--- src/rtl/multibyte_add_seq_if.sv ---
// Request/response bundle between a requesting unit and the
// byte-serial multi-precision adder.
interface multibyte_add_seq_if #(
    parameter int NBYTES = 4
);
    localparam int W = 8 * NBYTES;

    logic         start;
    logic [W-1:0] a;
    logic [W-1:0] b;
    logic         c_in;
    logic         sub;
    logic         busy;
    logic         done;
    logic [W-1:0] s;
    logic         c_out;
    logic         ovf;

    modport master (
        output start, a, b, c_in, sub,
        input  busy, done, s, c_out, ovf
    );

    modport slave (
        input  start, a, b, c_in, sub,
        output busy, done, s, c_out, ovf
    );
endinterface

--- src/rtl/multibyte_add_seq.sv ---
// Byte-serial multi-precision add/sub: one 8-bit ripple adder reused
// LSB-first with a registered carry between bytes.
module _8bit_rca (
    input  logic [7:0] a,
    input  logic [7:0] b,
    input  logic       c_in,
    output logic [7:0] s,
    output logic       c_out
);
    logic [8:0] c;

    assign c[0] = c_in;

    for (genvar i = 0; i < 8; i++) begin : g_fa
        assign s[i]   = a[i] ^ b[i] ^ c[i];
        assign c[i+1] = (a[i] & b[i]) | (c[i] & (a[i] ^ b[i]));
    end

    assign c_out = c[8];
endmodule

module multibyte_add_seq #(
    parameter int NBYTES = 4
) (
    input  logic                clk,
    input  logic                rst_n,
    multibyte_add_seq_if.slave  bus
);
    localparam int W  = 8 * NBYTES;
    localparam int IW = (NBYTES > 1) ? $clog2(NBYTES) : 1;

    typedef enum logic [1:0] {
        IDLE,
        RUN,
        DONE
    } state_t;

    state_t         state;
    state_t         state_nx;
    logic [W-1:0]   a_q;
    logic [W-1:0]   b_q;
    logic [W-1:0]   s_q;
    logic [IW-1:0]  idx;
    logic           carry_q;
    logic           c_out_q;
    logic           ovf_q;
    logic [7:0]     a_byte;
    logic [7:0]     b_byte;
    logic [7:0]     sum;
    logic           rca_co;
    logic           last;

    assign a_byte = a_q[8*idx +: 8];
    assign b_byte = b_q[8*idx +: 8];
    assign last   = (idx == IW'(NBYTES - 1));

    _8bit_rca u_rca (
        .a     (a_byte),
        .b     (b_byte),
        .c_in  (carry_q),
        .s     (sum),
        .c_out (rca_co)
    );

    always_comb begin
        state_nx = state;
        unique case (state)
            IDLE:    if (bus.start) state_nx = RUN;
            RUN:     if (last) state_nx = DONE;
            DONE:    state_nx = IDLE;
            default: state_nx = IDLE;
        endcase
    end

    always_ff @(posedge clk or negedge rst_n) begin
        if (!rst_n) state <= IDLE;
        else        state <= state_nx;
    end

    always_ff @(posedge clk or negedge rst_n) begin
        if (!rst_n) begin
            a_q     <= '0;
            b_q     <= '0;
            s_q     <= '0;
            idx     <= '0;
            carry_q <= 1'b0;
            c_out_q <= 1'b0;
            ovf_q   <= 1'b0;
        end else begin
            unique case (state)
                IDLE: begin
                    if (bus.start) begin
                        a_q     <= bus.a;
                        b_q     <= bus.sub ? ~bus.b : bus.b;
                        carry_q <= bus.sub | bus.c_in;
                        idx     <= '0;
                        s_q     <= '0;
                    end
                end
                RUN: begin
                    s_q[8*idx +: 8] <= sum;
                    carry_q         <= rca_co;
                    idx             <= idx + 1'b1;
                    // Final byte holds the sign bits of both operands
                    if (last) begin
                        c_out_q <= rca_co;
                        ovf_q   <= (a_byte[7] == b_byte[7]) &&
                                   (sum[7] != a_byte[7]);
                    end
                end
                default: ;
            endcase
        end
    end

    assign bus.busy  = (state == RUN);
    assign bus.done  = (state == DONE);
    assign bus.s     = s_q;
    assign bus.c_out = c_out_q;
    assign bus.ovf   = ovf_q;
endmodule
--- src/flat_wrapper.sv ---
// flat-port wrapper written by rule: the top's interface ports become plain ports
module multibyte_add_seq_flat 
#(
    parameter int NBYTES = 4
)
  (clk, rst_n, bus_start, bus_a, bus_b, bus_c_in, bus_sub, bus_busy, bus_done, bus_s, bus_c_out, bus_ovf);
  multibyte_add_seq_if #(.NBYTES(NBYTES)) bus_i ();
  input  logic clk;
  input  logic rst_n;
  input wire logic [$bits(bus_i.start)-1:0] bus_start;
  input wire logic [$bits(bus_i.a)-1:0] bus_a;
  input wire logic [$bits(bus_i.b)-1:0] bus_b;
  input wire logic [$bits(bus_i.c_in)-1:0] bus_c_in;
  input wire logic [$bits(bus_i.sub)-1:0] bus_sub;
  output wire logic [$bits(bus_i.busy)-1:0] bus_busy;
  output wire logic [$bits(bus_i.done)-1:0] bus_done;
  output wire logic [$bits(bus_i.s)-1:0] bus_s;
  output wire logic [$bits(bus_i.c_out)-1:0] bus_c_out;
  output wire logic [$bits(bus_i.ovf)-1:0] bus_ovf;
  assign bus_i.start = bus_start;
  assign bus_i.a = bus_a;
  assign bus_i.b = bus_b;
  assign bus_i.c_in = bus_c_in;
  assign bus_i.sub = bus_sub;
  assign bus_busy = bus_i.busy;
  assign bus_done = bus_i.done;
  assign bus_s = bus_i.s;
  assign bus_c_out = bus_i.c_out;
  assign bus_ovf = bus_i.ovf;
  multibyte_add_seq #(.NBYTES(NBYTES)) u_core (.clk(clk), .rst_n(rst_n), .bus(bus_i));
endmodule
--- config.mk ---
export PLATFORM = sky130hd
export DESIGN_NAME = multibyte_add_seq_flat
export DESIGN_NICKNAME = d
export VERILOG_FILES = /design/src/rtl/multibyte_add_seq_if.sv /design/src/rtl/multibyte_add_seq.sv /design/src/flat_wrapper.sv
export SDC_FILE = /design/constraint.sdc
export NUM_CORES = 1
export LEC_CHECK = 0
export ABC_AREA = 0
export ABC_CLOCK_PERIOD_IN_PS = 16300
export CORE_MARGIN = 4
export CORE_UTILIZATION = 50
export DETAILED_ROUTE_END_ITERATION = 16
export HOLD_SLACK_MARGIN = 0.08
export PLACE_DENSITY = 0.79
export SYNTH_ARGS = -nofsm -noshare
export SYNTH_HDL_FRONTEND = slang
export SYNTH_HIERARCHICAL = 1
export SYNTH_SLANG_ARGS = --single-unit
--- constraint.sdc ---
create_clock -name clk -period 16.3 [get_ports clk]
set_input_delay 3.26 -clock clk [delete_from_list [all_inputs] [get_ports clk]]
set_output_delay 3.26 -clock clk [all_outputs]
set_load 0.02 [all_outputs]
==> metrics.md <==
| Metric | Value |
|---|---|
| Status | `complete, no violations` |
| Setup Total Neg Slack | `0 ps` |
| CTS Hold Bufs | `0` |
| Worst hold path endpoint | `u_core/a_q[2]` |
| Worst R2R Setup Slack | `between 10000 and 15000 ps` |
| Clock Pin Slew Worst Setup and Hold Paths | `100 ps` |
| First-pass GRT wire length | `about 17000 um` |
| Worst flop-to-flop path endpoint | `u_core/bus.ovf` |
| Die Width | `105.9 um` |
| Tot Pwr | `between 0.001 and 0.0015 W` |
| Pre-Repair DR Iteration Count | `5` |
| Initial antenna violation count | `0` |
| Residual DRC | `0` |
| Core ar. | `~0.0093 mm2` |
| Yosys warnings | `6` |
| FMAX | `approximately 180 MHz` |
| H-tree depth | `3` |
| Total Wirelength | `between 10000 and 15000 um` |
| Worst Path Required | `16580 ps` |
| Fillers | `710` |
| Comb power frac | `a little over half` |
| Synth Instances | `359` |
| Crit end category | `flop` |
| Die height | `105.9 um` |
| Critical-path maximum fanout | `13` |
| Post-CTS Setup Inserts | `0` |
| Die area | `around 0.011 mm2` |
| Share of flip-flops with an asynchronous set or reset | `100.0%` |
| EDFF count, synth | `0` |
| Crit Reg-Reg Startpoint | `u_core/idx[0]` |
| Leak pwr | `between 2 and 3 nW` |
| Clock period minus worst slack | `about 5600 ps` |
| RSZ-0062 raised after global routing | `false` |
| Pwr dens | `roughly 210 mW/mm2` |
| Cell Rows | `35` |
| Hold_sp | `u_core/a_q[2]` |
| Final ANT Viol Nets | `0` |
| Clk pwr share | `approximately 11%` |
| GRT overflow | `0` |
| Type of origin of the critical path | `flop` |
| HPWL Detailed | `about 7700 um` |
| Largest net degree at the start of global routing | `100` |
| Worst-Skew Late Latency | `360 ps` |
| Seq/Total Area, Yosys | `a little over half` |
| Slew Limit Fails | `0` |
| Internal | `roughly 0.00074 W` |
| IO Count | `around 110` |
| Post_cts resized | `0` |
| WS Path Type | `flop to flop` |
| Wire per inst | `~17 um` |
| Starting Density | `between 50% and 60%` |
| Critical Path AT | `slightly below 6000 ps` |
| Slew @ Worst Pin | `1033 ps` |
| Drt first-iter violations | `between 100 and 150` |
| CTS root buffer | `clkbuf_8` |
| Synthesized Nets | `roughly 440` |
| Yosys reg bits | `about 100` |
| Synth-to-Final Area Change | `27.04%` |
| Share of cells above drive strength 1 | `about a tenth` |
| Syn Area/Cell | `approximately 13 um2` |
| Final period util | `about a third` |
| Longest Clk Path Bufs | `2` |
| Final setup vio count | `0` |
| Max-cap violation count | `0` |
| RePlAce Congestion | `between 0.7 and 0.8` |
| Vias per Instance | `~5.3` |
| Max VDD drop | `0.1105 mV` |
| Switching Fraction | `42.03%` |
| HP Class | `flop to flop` |
| Sw power | `0.0005336 W` |
| Final WS setup | `10680 ps` |
| Clk_skew | `12.99 ps` |
| Final nets | `540` |
| Tot GR Track Use | `a little under a fifth` |
| Final Hold Viols | `0` |
| Ant. Diodes | `0` |
| DR vias | `3156` |
| TritonCTS buffer count | `9` |
| Slew HR | `a little under a third` |
| Vias in the first global route | `around 3300` |
| Main synth FF type | `dfrtp_1` |
| TritonCTS clock tree | `built` |
| Sequential Power Share | `35.7%` |
| Unique masters post-synth | `34` |
| Hold path cells | `1` |
| Dpl ws | `around 11000 ps` |
| Post-Syn Area | `between 0.004 and 0.005 mm2` |
| CTS sink count | `a little over 100` |
| PortBufs | `between 100 and 150` |
| Worst Reg-to-Reg Cells | `17` |
cells in the final DEF (no fill, tap or decap), types with 9 or more instances in the layout:
| cell | n |
|---|---|
| nor2_1 | 33 |
| mux2_1 | 33 |
| inv_1 | 12 |
| clkbuf_8 | 9 |
| mux4_2 | 16 |
| a22o_1 | 32 |
| clkdlybuf4s50_1 | 102 |
| a21oi_1 | 33 |
| dfrtp_1 | 103 |
| xnor2_1 | 32 |
how the worst max path moves through the flow:
stage,startpoint,endpoint,slack [ps],depth (start not counted)
CTS,u_core/idx[0],u_core/bus.ovf,10660,17
floorplan,u_core/idx[0],u_core/bus.ovf,11130,18
global placement,u_core/idx[0],u_core/bus.ovf,10780,17
finish,u_core/idx[0],u_core/bus.ovf,10680,17
global route,u_core/idx[0],u_core/bus.ovf,10360,17
detailed placement,u_core/idx[0],u_core/bus.ovf,10700,17
routing by layer:
layer | up-vias | GRT usage [%] | share of wire (%)
li1 | 1456 | - | -
met1 | 1584 | 24.82 | 43
met2 | 105 | 32.83 | 51
met3 | 11 | 3.858 | 5.4
met4 | 0 | 5.735 | 1.2
met5 | - | 0 | 0
stage by stage:
step | std cells | util (%) | cell area (um2) | hold WS [ps]
floorplan | 359 | - | 4790 | 452.4
global placement | 575 | 63.69 | 5913 | 462.5
detailed placement | 575 | 63.69 | 5913 | 471.4
CTS | 591 | 65.54 | 6085 | 498.7
global route | 591 | 65.54 | 6085 | 509.3
finish | 591 | 65.54 | 6085 | 496.2
critical path: stages, from the launching register on:
cell     delay (ps)
dfrtp_1         730
buf_4           380
mux4_2          550
fa_1            400
inv_1            70
fa_1            170
inv_1            50
fa_1            370
fa_1            390
fa_1            390
fa_1            390
fa_1            370
inv_1            80
fa_1            400
inv_1           170
inv_1            70
or3_1           380
a31oi_2         160
kinds of logic after synthesis:
kind of cell / after synthesis / share of synthesized area (%)
adders and majority gates: 14 / 4.911
muxes: 50 / 15.52
DFF: 103 / 53.81
and+or+nand+nor: 52 / 5.904
xor gates and xnor gates: 32 / 5.852
AOI/OAI and AO/OA: 74 / 10.84
buffers and inverters: 34 / 3.161
cell type report:
type                            count  area, um2  area share, %
Inverter                           14      52.55         0.8637
Tap cell                          129      161.4          2.653
Multi-Input combinational cell    222       2066          33.95
Sequential cell                   103       2577          42.36
Timing Repair Buffer              107       1056          17.36
Clock inverter                      6      43.79         0.7197
Clock buffer                       10      127.6          2.097
flip-flops by register name, indices dropped and copies added, names as in the netlist:
| signal | count |
|---|---|
| u_core/bus.ovf | 1 |
| u_core/bus.s | 32 |
| u_core/state | 2 |
| u_core/a_q | 32 |
| u_core/idx | 2 |
| u_core/bus.c_out | 1 |
| u_core/carry_q | 1 |
| u_core/b_q | 32 |
Yosys cell counts, types with 2 or more instances:
cell type    n  share of area, %
nor2_1      33               2.6
a22o_1      32               5.9
a21o_1       4              0.63
xnor2_1     32               5.9
inv_1       12              0.94
ha_1         6               1.6
a21oi_1     33               3.4
mux2_1      33               7.8
nor4_4       2              0.89
nand2_1      6              0.47
nand2b_1     2              0.26
dfrtp_1    103                54
buf_2       13               1.4
inv_2        2              0.16
clkbuf_1     4              0.31
buf_4        2              0.31
mux4_2      16               7.5
fa_1         8               3.3
power by group through the flow:
stage	Sequential (W)	Combinational (W)	Clock (W)
2_1_floorplan	0.000458	0.000440	0
3_3_place_gp	0.000452	0.000648	0
3_5_place_dp	0.000460	0.000675	0
4_1_cts	0.000454	0.000677	0.000145
5_1_grt	0.000470	0.000744	0.000155
6_report	0.000454	0.000673	0.000143
(Power assumes the default switching activity.)
